$ cat config.mk
export PLATFORM = sky130hd
export DESIGN_NAME = ex_ctl_conv_flat
export DESIGN_NICKNAME = d
export VERILOG_FILES = /design/src/rtl/ex_ctl_conv_if.sv /design/src/rtl/ex_ctl_conv.sv /design/src/flat_wrapper.sv
export SDC_FILE = /design/constraint.sdc
export NUM_CORES = 1
export LEC_CHECK = 0
export CAP_MARGIN = 20
export CORE_AREA = 2 2 132 134
export CTS_CLUSTER_DIAMETER = 200
export DETAILED_ROUTE_END_ITERATION = 10
export DIE_AREA = 0 0 134 136
export PLACE_DENSITY = 0.82
export SETUP_SLACK_MARGIN = 0.2
export SKIP_CTS_REPAIR_TIMING = 1
export SLEW_MARGIN = 20
export SYNTH_ARGS = -nofsm -noshare
export SYNTH_HDL_FRONTEND = slang
export SYNTH_SLANG_ARGS = --single-unit
$ cat constraint.sdc
create_clock -name clk -period 15.6 [get_ports clk]
set_input_delay 3.12 -clock clk [delete_from_list [all_inputs] [get_ports clk]]
set_output_delay 3.12 -clock clk [all_outputs]
set_load 0.005 [all_outputs]
$ cat src/rtl/ex_ctl_conv_if.sv
// ex_ctl_conv_if: sequencer and MAC-side signals of the dense/conv execution controller
interface ex_ctl_conv_if #(parameter int CW = 5, IAW = 12, WAW = 10, OAW = 10);
   logic mode, stride;
   logic [CW-1:0] ow_last, oh_last, iw_last, ic_last, k_last;
   logic s_init, out_busy, outrf;
   logic busy, k_init, exec, k_fin, s_fin;
   logic [OAW-1:0] oa;
   logic [IAW-1:0] ia;
   logic [WAW-1:0] wa;
   modport master (output mode, stride, ow_last, oh_last, iw_last, ic_last, k_last, s_init, out_busy, outrf,
                   input busy, k_init, exec, k_fin, s_fin, oa, ia, wa);
   modport slave (input mode, stride, ow_last, oh_last, iw_last, ic_last, k_last, s_init, out_busy, outrf,
                  output busy, k_init, exec, k_fin, s_fin, oa, ia, wa);
endinterface

$ cat src/rtl/ex_ctl_conv.sv
// ex_ctl_conv: walks output positions and inner terms, emitting input/weight addresses per MAC term
module ex_ctl_conv #(parameter int CW = 5, IAW = 12, WAW = 10, OAW = 10) (
   input logic clk,
   input logic rst,
   ex_ctl_conv_if.slave bus
);
   localparam logic [1:0] IDLE = 2'd0, WAIT = 2'd1, RUN = 2'd2, DRAIN = 2'd3;
   logic [1:0] state_q, state_d;
   logic kreq_q, kreq_d, k_fin_q, k_fin_d, s_fin_q, s_fin_d, stride_q, stride_d;
   logic [CW-1:0] owl_q, owl_d, ohl_q, ohl_d, iwl_q, iwl_d, icl_q, icl_d, kl_q, kl_d;
   logic [CW-1:0] ic_q, ic_d, kx_q, kx_d, ky_q, ky_d, ox_q, ox_d, oy_q, oy_d;
   logic [OAW-1:0] oa_q, oa_d;
   logic ic_end, kx_end, ky_end, ox_end, oy_end, win_end, k_init;
   logic [IAW-1:0] iy, ix;
   assign ic_end = ic_q == icl_q;
   assign kx_end = kx_q == kl_q;
   assign ky_end = ky_q == kl_q;
   assign ox_end = ox_q == owl_q;
   assign oy_end = oy_q == ohl_q;
   assign win_end = ic_end & kx_end & ky_end;
   assign k_init = kreq_q & ~bus.out_busy;
   // dense is conv with a 1x1 window, one output row and stride 1, so one formula serves both
   assign iy = (IAW'(oy_q) << stride_q) + IAW'(ky_q);
   assign ix = (IAW'(ox_q) << stride_q) + IAW'(kx_q);
   assign bus.ia = (iy * (IAW'(iwl_q) + IAW'(1)) + ix) * (IAW'(icl_q) + IAW'(1)) + IAW'(ic_q);
   assign bus.wa = (WAW'(ky_q) * (WAW'(kl_q) + WAW'(1)) + WAW'(kx_q)) * (WAW'(icl_q) + WAW'(1)) + WAW'(ic_q);
   assign bus.oa = oa_q;
   assign bus.k_init = k_init;
   assign bus.exec = state_q == RUN;
   assign bus.k_fin = k_fin_q;
   assign bus.s_fin = s_fin_q;
   assign bus.busy = (state_q != IDLE) | s_fin_q;
   always_comb begin
      state_d = state_q;
      kreq_d = kreq_q;
      k_fin_d = 1'b0;
      s_fin_d = 1'b0;
      oa_d = oa_q;
      {stride_d, owl_d, ohl_d, iwl_d, icl_d, kl_d} = {stride_q, owl_q, ohl_q, iwl_q, icl_q, kl_q};
      {oy_d, ox_d, ky_d, kx_d, ic_d} = {oy_q, ox_q, ky_q, kx_q, ic_q};
      case (state_q)
         IDLE: if (bus.s_init && !s_fin_q) begin
            state_d = WAIT;
            kreq_d = 1'b1;
            stride_d = bus.mode & bus.stride;
            owl_d = bus.ow_last;
            ohl_d = bus.mode ? bus.oh_last : '0;
            iwl_d = bus.iw_last;
            icl_d = bus.ic_last;
            kl_d = bus.mode ? bus.k_last : '0;
         end
         WAIT: if (k_init) begin
            state_d = RUN;
            kreq_d = 1'b0;
         end
         RUN: begin
            ic_d = ic_end ? '0 : ic_q + 1'b1;
            kx_d = !ic_end ? kx_q : kx_end ? '0 : kx_q + 1'b1;
            ky_d = !(ic_end && kx_end) ? ky_q : ky_end ? '0 : ky_q + 1'b1;
            ox_d = !win_end ? ox_q : ox_end ? '0 : ox_q + 1'b1;
            oy_d = !(win_end && ox_end) ? oy_q : oy_end ? '0 : oy_q + 1'b1;
            if (win_end) begin
               k_fin_d = 1'b1;
               oa_d = OAW'(oy_q) * (OAW'(owl_q) + OAW'(1)) + OAW'(ox_q);
               state_d = (ox_end && oy_end) ? DRAIN : WAIT;
               kreq_d = !(ox_end && oy_end);
            end
         end
         default: if (bus.outrf) begin
            s_fin_d = 1'b1;
            state_d = IDLE;
         end
      endcase
   end
   always_ff @(posedge clk) begin
      if (!rst) begin
         state_q <= IDLE;
         {kreq_q, k_fin_q, s_fin_q, stride_q} <= '0;
         {owl_q, ohl_q, iwl_q, icl_q, kl_q} <= '0;
         {oy_q, ox_q, ky_q, kx_q, ic_q} <= '0;
         oa_q <= '0;
      end else begin
         state_q <= state_d;
         {kreq_q, k_fin_q, s_fin_q, stride_q} <= {kreq_d, k_fin_d, s_fin_d, stride_d};
         {owl_q, ohl_q, iwl_q, icl_q, kl_q} <= {owl_d, ohl_d, iwl_d, icl_d, kl_d};
         {oy_q, ox_q, ky_q, kx_q, ic_q} <= {oy_d, ox_d, ky_d, kx_d, ic_d};
         oa_q <= oa_d;
      end
   end
endmodule

$ cat src/flat_wrapper.sv
// flat-port wrapper written by rule: the top's interface ports become plain ports
module ex_ctl_conv_flat 
#(parameter int CW = 5, IAW = 12, WAW = 10, OAW = 10)
  (clk, rst, bus_mode, bus_stride, bus_ow_last, bus_oh_last, bus_iw_last, bus_ic_last, bus_k_last, bus_s_init, bus_out_busy, bus_outrf, bus_busy, bus_k_init, bus_exec, bus_k_fin, bus_s_fin, bus_oa, bus_ia, bus_wa);
  ex_ctl_conv_if #(.CW(CW), .IAW(IAW), .WAW(WAW), .OAW(OAW)) bus_i ();
  input logic clk;
  input logic rst;
  input wire logic [$bits(bus_i.mode)-1:0] bus_mode;
  input wire logic [$bits(bus_i.stride)-1:0] bus_stride;
  input wire logic [$bits(bus_i.ow_last)-1:0] bus_ow_last;
  input wire logic [$bits(bus_i.oh_last)-1:0] bus_oh_last;
  input wire logic [$bits(bus_i.iw_last)-1:0] bus_iw_last;
  input wire logic [$bits(bus_i.ic_last)-1:0] bus_ic_last;
  input wire logic [$bits(bus_i.k_last)-1:0] bus_k_last;
  input wire logic [$bits(bus_i.s_init)-1:0] bus_s_init;
  input wire logic [$bits(bus_i.out_busy)-1:0] bus_out_busy;
  input wire logic [$bits(bus_i.outrf)-1:0] bus_outrf;
  output wire logic [$bits(bus_i.busy)-1:0] bus_busy;
  output wire logic [$bits(bus_i.k_init)-1:0] bus_k_init;
  output wire logic [$bits(bus_i.exec)-1:0] bus_exec;
  output wire logic [$bits(bus_i.k_fin)-1:0] bus_k_fin;
  output wire logic [$bits(bus_i.s_fin)-1:0] bus_s_fin;
  output wire logic [$bits(bus_i.oa)-1:0] bus_oa;
  output wire logic [$bits(bus_i.ia)-1:0] bus_ia;
  output wire logic [$bits(bus_i.wa)-1:0] bus_wa;
  assign bus_i.mode = bus_mode;
  assign bus_i.stride = bus_stride;
  assign bus_i.ow_last = bus_ow_last;
  assign bus_i.oh_last = bus_oh_last;
  assign bus_i.iw_last = bus_iw_last;
  assign bus_i.ic_last = bus_ic_last;
  assign bus_i.k_last = bus_k_last;
  assign bus_i.s_init = bus_s_init;
  assign bus_i.out_busy = bus_out_busy;
  assign bus_i.outrf = bus_outrf;
  assign bus_busy = bus_i.busy;
  assign bus_k_init = bus_i.k_init;
  assign bus_exec = bus_i.exec;
  assign bus_k_fin = bus_i.k_fin;
  assign bus_s_fin = bus_i.s_fin;
  assign bus_oa = bus_i.oa;
  assign bus_ia = bus_i.ia;
  assign bus_wa = bus_i.wa;
  ex_ctl_conv #(.CW(CW), .IAW(IAW), .WAW(WAW), .OAW(OAW)) u_core (.clk(clk), .rst(rst), .bus(bus_i));
endmodule
==> Yosys cells after proc, flatten, opt, wreduce, memory -nomap -nowiden <==
Index checks and enable logic that the tools add are counted.
Widths: inputs -> output; s select.
{ "totals": {"ff_bits": 66, "elab_cells": 95, "inputBits": 32, "out_inout_bits": 37} }
{ "op_classes": {"mul": 5, "muxes": 19, "bitwise": 7, "n_addsub": 17, "n_reduce_logical": 19, "n_eq_ne": 10, "n_shift": 2} }
{ "ops": {"columns": ["cell", "n"], "rows": [
  ["$add 12x5->12", 3],
  ["$mux 5", 7],
  ["$add 10x5->10", 3],
  ["$add 5x1->6 const B", 5],
  ["$add 5x1->5 const B", 5],
  ["$eq 5x5->1", 5],
  ["$mul 12x12->12", 2],
  ["$shl 5x1->12", 2],
  ["$mul 5x10->10", 2],
  ["$add 12x12->12", 1],
  ["$reduce_and 2->1", 6],
  ["$mul 10x10->10", 1],
  ["$mux 2", 5],
  ["$reduce_and 4->1", 2],
  ["$pmux 2 s3", 1],
  ["$mux 1", 5],
  ["$and 1x1->1", 4],
  ["$logic_and 1x1->1", 4],
  ["$ne 2x1->1 const B", 2],
  ["$reduce_bool 4->1", 1],
  ["$reduce_or 4->1", 1],
  ["$pmux 1 s3", 1],
  ["$reduce_bool 3->1", 1],
  ["$eq 2x1->1 const B", 1],
  ["other kinds (7)", 9]
]} }

==> Logic depth before layout (Yosys ltp) <==
Gate-level depths: netlist of run 1.
{ "logic_depth": {"word_depth": 6, "depth_mapped": 38, "ltp_nobuf": 37} }

==> Least setup slack after synthesis of run 1 <==
No wires, ideal clock.
{ "synth_path": {"kind": "register to output", "from": "register u_core.stride_q", "to": "output port bus_ia[11]", "required_time_ns": 12.480, "path_stages_with_launch": 38, "arrival_time_ns": 9.021, "path_buffers": 1, "slack_ns": 3.459, "cell_sequence": "dfxtp_1 buf_1 mux2i_1 inv_1 ha_1 a21o_1 a21oi_1 o21ai_0 a21oi_1 xor2_1 nor2b_1 fa_1 inv_1 fa_1 inv_1 fa_1 inv_1 fa_1 [2 not listed] o21ai_0 o21ai_1 a2111oi_0 nor2b_1 xnor2_1 nand2b_1 fa_1 fa_1 inv_1 fa_1 ha_1 xnor2_1 xnor2_1 xnor2_1 xnor2_1 xnor3_1 xnor3_1 xnor2_1"} }
{ "synth_via": {"elab_chain_cells": 6} }
{ "synth_lines": {"columns": ["item", "line", "source"], "rows": [
  ["start, declared", "ex_ctl_conv.sv:9", "logic kreq_q, kreq_d, k_fin_q, k_fin_d, s_fin_q, s_fin_d, stride_q, stride_d;"],
  ["start signal, assigned", "ex_ctl_conv.sv:84", "{kreq_q, k_fin_q, s_fin_q, stride_q} <= {kreq_d, k_fin_d, s_fin_d, stride_d};"],
  ["$shl 5x1->12", "ex_ctl_conv.sv:23", "assign iy = (IAW'(oy_q) << stride_q) + IAW'(ky_q);"],
  ["$add 12x5->12", "ex_ctl_conv.sv:23", null],
  ["$mul 12x12->12", "ex_ctl_conv.sv:25", "assign bus.ia = (iy * (IAW'(iwl_q) + IAW'(1)) + ix) * (IAW'(icl_q) + IAW'(1)) + IAW'(ic_q);"],
  ["$add 12x12->12 *", "ex_ctl_conv.sv:25", null],
  ["$mul 12x12->12 *", "ex_ctl_conv.sv:25", null],
  ["$add 12x5->12 *", "ex_ctl_conv.sv:25", null],
  ["end, declared", "flat_wrapper.sv:24", "output wire logic [$bits(bus_i.ia)-1:0] bus_ia;"]
]} }
Every way passes the cells marked *; elsewhere a longest branch is shown, timed or not.

==> Worst setup path in the final report of run 1 <==
Same ends and word-level chain as after synthesis.

==> results of run 1 <==
==> kinds of logic after synthesis <==
logic type      share of synthesized area (%)
compound gates                          7.747
xor+xnor                                10.13
fa+ha+maj                               39.18
buf+inv                                 8.104
flops                                   12.99
mux                                     1.144
simple gates                            20.71
==> cell type report <==
class / count / area (um2) / area share (%)
clock buffers: 9 / 225.2 / 1.997
well taps: 225 / 281.5 / 2.496
inverters: 171 / 641.9 / 5.691
repair buffers: 71 / 703.2 / 6.234
multi-input cells: 929 / 8039 / 71.27
clock inverters: 6 / 67.56 / 0.5990
flip-flops and latches: 66 / 1321 / 11.71
==> power groups by stage <==
| stage | clock (mW) | combinational [mW] | sequential [mW] |
|---|---|---|---|
| 2_1_floorplan | 0 | 0.194 | 0.207 |
| 3_3_place_gp | 0 | 0.273 | 0.224 |
| 3_5_place_dp | 0 | 0.281 | 0.225 |
| 4_1_cts | 0.204 | 0.284 | 0.222 |
| 5_1_grt | 0.211 | 0.313 | 0.226 |
| 6_report | 0.204 | 0.285 | 0.223 |
==> placed cells by master (no fill, tap or decap), types with 4 or more instances in the layout <==
master / n
a211oi_1: 6
a21o_1: 7
a21oi_1: 74
and2_1: 43
and3_1: 4
clkbuf_16: 9
clkdlybuf4s50_1: 68
dfxtp_1: 66
fa_1: 116
ha_1: 133
inv_1: 168
mux2_2: 5
mux2i_1: 6
nand2_1: 138
nand2b_1: 33
nand3_1: 33
nand4_1: 6
nor2_1: 77
nor2b_1: 36
nor3_1: 10
o21ai_0: 22
o21bai_1: 12
or2_2: 8
or3_1: 8
xnor2_1: 81
xor2_1: 28
==> how the worst max path moves through the flow <==
stage / start / end / slack (ns) / cells after the start
5_1_grt: u_core.oy_q[0] / bus_ia[11] / 1.36 / 37
3_5_place_dp: u_core.stride_q / bus_ia[11] / 2.43 / 37
2_1_floorplan: u_core.stride_q / bus_ia[11] / 3.46 / 37
3_3_place_gp: u_core.stride_q / bus_ia[11] / 2.73 / 35
6_report: u_core.stride_q / bus_ia[11] / 2.00 / 37
4_1_cts: u_core.stride_q / bus_ia[11] / 2.07 / 37
==> through the flow <==
stage | worst slack [ns] | util [%] | hold WS (ns) | area, um2
detailed placement | 2.432 | 65.06 | 0.4474 | 10980
CTS | 2.067 | 66.79 | 0.4596 | 11270
global route | 1.359 | 66.84 | 0.4697 | 11280
floorplan | 3.459 | - | 0.4434 | 10170
global placement | 2.733 | 65.06 | 0.4442 | 10980
finish | 2.001 | 66.84 | 0.4542 | 11280
==> state kept, by name, summed over array words and instances, names as in the netlist <==
signal	cells
u_core.bus.oa	10
u_core.ic_q	5
u_core.icl_q	5
u_core.iwl_q	5
u_core.kl_q	5
u_core.kx_q	5
u_core.ky_q	5
u_core.ohl_q	5
u_core.owl_q	5
u_core.ox_q	5
u_core.oy_q	5
u_core.state_q	2
u_core.bus.k_fin	1
u_core.bus.s_fin	1
u_core.kreq_q	1
u_core.stride_q	1
==> routing by layer <==
metal / wire length, um / vias up
met2: 11520 / 238
met3: 872 / 52
met1: 9425 / 3813
met5: 0 / -
li1: - / 3915
met4: 607 / 0
==> synthesized netlist by cell type, drive strengths merged (3+ instances only) <==
library cell / n / area share (%)
nand2b: 33 / 2.0
a211oi: 6 / 0.44
nand4: 6 / 0.37
or3: 8 / 0.49
or2: 8 / 0.49
dfxtp: 66 / 13
fa: 116 / 23
nor3b: 3 / 0.22
nor2b: 36 / 2.2
o21bai: 12 / 0.89
nand4b: 3 / 0.26
inv: 170 / 6.3
a21o: 7 / 0.52
nor3: 13 / 0.79
and3: 5 / 0.32
o21ai: 23 / 1.1
buf: 12 / 0.71
mux2i: 6 / 0.59
xor2: 28 / 2.4
clkbuf: 27 / 1.0
nand2: 138 / 5.1
nand3: 35 / 1.8
xnor3: 3 / 0.66
a21oi: 74 / 3.6
ha: 133 / 16
mux2: 5 / 0.55
xnor2: 82 / 7.1
nor2: 78 / 2.9
and2: 46 / 2.9
==> critical path: cells and delay by family (launching register included) <==
family                     cells  cell delay (ns)
DFF                            1             0.65
muxes                          1             0.33
adders and majority gates     10             4.31
and+or+nand+nor                3             0.52
buffers and inverters          7             0.83
AOI/OAI and AO/OA              7             1.53
xor gates and xnor gates       9             1.93
==> metrics, run 1 <==
outcome finished, final reports clean; Max VDD drop 0.06750 mV; hold path depth 2; kind of critical path reg2out; Yosys cell types 57; Clock Latency Late Sink 0.34 ns; Hold EP u_core.bus.oa[7]; power consumption 0.7115 mW; placed insts between 1000 and 1500; worst path required time 12.48 ns; slew of the pin with the lowest slew margin 1.070 ns; final-stage net count 1529; CP Capture Type output pin; io pins just under 70; Mapped Area 10170 um2; Initial Util 60.29%; Int Power 0.4301 mW; Post-Syn Area per Cell 8.437 um2; clock sinks 66; Setup-failing EPs final 0; fmax roughly 0.074 GHz; final worst path period share slightly below 90%; Clk pin slew, worst setup/hold paths 0.06 ns; setup slack, reg-to-reg 11.09 ns; wire per inst ~15 um; hold path start u_core.bus.oa[7]; Clk network pwr share between 20% and 30%; final WL 22.42 mm; fillcell total 1347; layer with the highest usage met2; crit path time final 13.60 ns; core area between 15000 and 20000 um2; Pleak roughly 5.3 nW; TNS Setup 0 ns; Most used DFF post-synth dfxtp_1; global-route wire length before repair 37.86 mm; Slew HR between 20% and 30%; reg2reg start u_core.owl_q[0]; number of global-route vias before repair 8153; reg2reg path depth 17; Syn Inst Count 1206; die width 134 um; GR Util met3 under 10%; Die Footprint 18220 um2; H-Tree Depth 3; Vias per Instance 5.429; RSZ-0062 raised after global routing false; Power Density 63.08 nW/um2; CP arrival about 10 ns; number of synthesis warnings 0; Row Count 48; largest net degree at the start of global routing 47; HP Class reg2reg; drt drc 0; Final Max Slew Viols 0; number of flops mapped to enable cells by yosys 0; Psw ~0.28 mW; first-pass iteration count of the detailed router 5; flops & latches, synth 66; Logic pwr share 40.0%; Max Cap Viol 0; Area growth syn-to-layout 10.86%; Tot GR Track Use 25.85%; r2r endpoint u_core.bus.oa[9]; grt met1 use 30.79%; crit path max fanout 14; Overflow after GRT 0; clk buf depth 2; met2 usage 48.92%; Worst setup SP type flip-flop; Setup Skew roughly 0.0098 ns; CTS Root Cell clkbuf_16; ant diodes 0; post-route ant nets 0; sequential area share after synthesis between 10% and 20%; Initial DRC Count 380; Seq pwr share about a third; Vias 8018; Sw Ratio 39.55%; buffers added on ports 68; Die H 136 um; CTS tree built; Post-Syn Nets 1487; GPL Wtd Cong 0.9084; TritonCTS Buffers 9; hpwl dp 18.03 mm; layout cells sized above 1 ~3.8%; CP peak stage delay 0.65 ns; Hold Fails Final Rpt 0; Crit path top cell by count fa_1; slowest CP cell dfxtp_1; fin cells between 1000 and 1500; initial antenna violation count 0; ys async rst share 0%
No activity file was read; power rests on OpenSTA's default activity.
==> inputs of run 2 (changes only) <==
--- a/config.mk
+++ b/config.mk
@@ -6,11 +6,11 @@
 export NUM_CORES = 1
 export LEC_CHECK = 0
 export CAP_MARGIN = 20
-export CORE_AREA = 2 2 132 134
+export CORE_AREA = 8 8 185 117
 export CTS_CLUSTER_DIAMETER = 200
 export DETAILED_ROUTE_END_ITERATION = 10
-export DIE_AREA = 0 0 134 136
-export PLACE_DENSITY = 0.82
+export DIE_AREA = 0 0 193 125
+export PLACE_DENSITY = 0.74
 export SETUP_SLACK_MARGIN = 0.2
 export SKIP_CTS_REPAIR_TIMING = 1
 export SLEW_MARGIN = 20
==> run 2 against run 1 <==
First-iteration DRC count up 23%. Via count up 0.80%. Register-to-register slack about the same. Sequential power about the same. Sequential cell count unchanged. Die area up 32%. Global-route usage down 5.0 points. Largest power group unchanged.
==> metrics, run 2 (same netlist as run 1, synthesis figures left out) <==
outcome finished, final reports clean; CP peak stage delay 0.67 ns (+0.02 ns); Vias 8082 (+0.80%); CTS tree built; placed insts 1492 (+2.1%); power consumption 0.7418 mW (+4.3%); Max Cap Viol 0 (unchanged); Initial Util 52.94% (-7.3 points); wire per inst 15.63 um (+2.9%); Finished Cell Area 11370 um2 (+0.79%); final worst path period share 88.34% (+1.2 points); Row Count 40 (-17%); Int Power 0.4507 mW (+4.8%); Setup Skew 0.007914 ns (-0.001838 ns); Area growth syn-to-layout 11.73%; footprint of the multi-input gates 8039 um2 (unchanged); Vias per Instance 5.359 (-1.3%); pre-CTS WS 2.253 ns (-0.1784 ns); number of global-route vias before repair 8396 (+3.0%); Max VDD drop 0.05373 mV (-20%); clock sinks 66 (unchanged); Seq pwr share 29.8% (-1.6 points); Storage cell area 1321 um2 (unchanged); reg2reg start u_core.owl_q[0]; area of placed instances 11040 um2 (+0.51%); max FFs per register 10 (unchanged); drt drc 0 (unchanged); TritonCTS Buffers 9 (unchanged); Slew HR 39.34% (+11 points); io pins 69 (unchanged); final core occ 59.15% (-7.7 points); reg2reg path depth 17 (unchanged); Tot GR Track Use 20.85% (-5.0 points); Power Density 65.25 nW/um2 (+3.4%); Initial DRC Count 467 (+23%); worst setup path end bus_ia[11]; post-route ant nets 0 (unchanged); CP arrival 10.66 ns (+0.18 ns); setup slack, reg-to-reg 11.08 ns (about the same); largest net degree at the start of global routing 49 (+4.3%); Worst setup SP type flip-flop; slew of the pin with the lowest slew margin 0.9069 ns (-0.1626 ns); Hold WS 0.4516 ns (-0.002652 ns); worst path required time 12.48 ns (about the same); Logic pwr share 40.0% (about the same); Hold Fails Final Rpt 0 (unchanged); crit path max fanout 13 (-1); Sw Ratio 39.24% (-0.31 points); setup ws final 1.819 ns (-0.1828 ns); CP startpoint u_core.oy_q[0]; TNS Setup 0 ns (unchanged); r2r endpoint u_core.bus.oa[9]; crit path time final 13.78 ns (+0.1829 ns); Clk pin slew, worst setup/hold paths 0.06 ns (about the same); CTS Root Cell clkbuf_16; commonest non-fill, non-tap cell in the layout inv_1; Final Max Slew Viols 0 (unchanged); Psw 0.2911 mW (+3.4%); slowest CP cell a2111oi_0; core area 19220 um2 (+14%); Overflow after GRT 0 (unchanged); Pleak 5.311 nW (+0.72%); initial antenna violation count 0 (unchanged); kind of critical path reg2out; final WL 23.57 mm (+5.1%); fillcell total 1717 (+27%); final-stage net count 1532 (+0.20%); layout cells sized above 1 4.061% (+0.31 points); buffers added on ports 68 (unchanged); global-route wire length before repair 41.30 mm (+9.1%); GPL Wtd Cong 0.9600 (+5.7%); fin cells 1508 (+2.1%); Die H 125 um (-8.1%); Clock Latency Late Sink 0.34 ns (about the same); most frequent cells in the layout inv_1 (168), nand2_1 (138), ha_1 (133); hpwl dp 19.49 mm (+8.1%); fmax 0.07256 GHz (-1.3%); Crit path top cell by count fa_1; Die Footprint 24130 um2 (+32%); Setup-failing EPs final 0 (unchanged); clk buf depth 2 (unchanged); Clk network pwr share 30.2% (+1.5 points); RSZ-0062 raised after global routing false; ant diodes 0 (unchanged); HP Class reg2reg; die width 193 um (+44%); CP Capture Type output pin; first-pass iteration count of the detailed router 5 (unchanged); H-Tree Depth 3 (unchanged)
run 2: changes by cell type in the layout (fill, tap and decap cells not counted), sizes merged:
cell | previous run | this run
clkinv | 3 | 4
clkinvlp | 2 | 0
buf | 3 | 6
inv | 171 | 172
bufinv | 1 | 2
run 2: layout make-up:
| cell class | instances | share of cell area [%] |
|---|---|---|
| Timing Repair Buffer | 74 | 6.383 |
| Clock inverter | 7 | 0.8805 |
| Clock buffer | 9 | 1.981 |
| Multi-Input combinational cell | 929 | 70.71 |
| Sequential cell | 66 | 11.62 |
| Tap cell | 252 | 2.773 |
| Inverter | 171 | 5.646 |
run 2: how the worst min path moves through the flow:
stage / from / end / slack [ns] / depth (start not counted)
6_report: u_core.bus.oa[7] / u_core.bus.oa[7] / 0.45 / 2
3_5_place_dp: u_core.bus.oa[7] / u_core.bus.oa[7] / 0.45 / 2
5_1_grt: u_core.bus.oa[7] / u_core.bus.oa[7] / 0.47 / 2
4_1_cts: u_core.bus.oa[7] / u_core.bus.oa[7] / 0.45 / 2
3_3_place_gp: u_core.bus.oa[6] / u_core.bus.oa[6] / 0.44 / 2
2_1_floorplan: u_core.ohl_q[0] / u_core.ohl_q[0] / 0.44 / 2
run 2: power by group through the flow:
stage | clock network [mW] | registers (mW) | logic (mW)
final | 0.224 | 0.221 | 0.297
after global routing | 0.235 | 0.225 | 0.326
after CTS | 0.226 | 0.220 | 0.294
after detailed placement | 0 | 0.224 | 0.293
after global placement | 0 | 0.222 | 0.289
after floorplan | 0 | 0.207 | 0.194
run 2: critical path, delay by kind of cell (launching register included):
kind,cells,cell delay (ns)
AO/OA/AOI/OAI,5,1.33
XOR/XNOR,8,1.79
adder cells (fa/ha/maj),11,4.68
buffers and inverters,7,0.83
flip-flops,1,0.58
AND/OR/NAND/NOR,6,1.11
run 2: per-layer routing:
metal / vias up / part of all wire (%) / global-route usage, %
met5: - / 0 / 0
met4: 0 / 1.0 / 3.245
met3: 22 / 7.7 / 4.137
met2: 245 / 41 / 30.74
met1: 3882 / 50 / 31.41
li1: 3933 / - / -
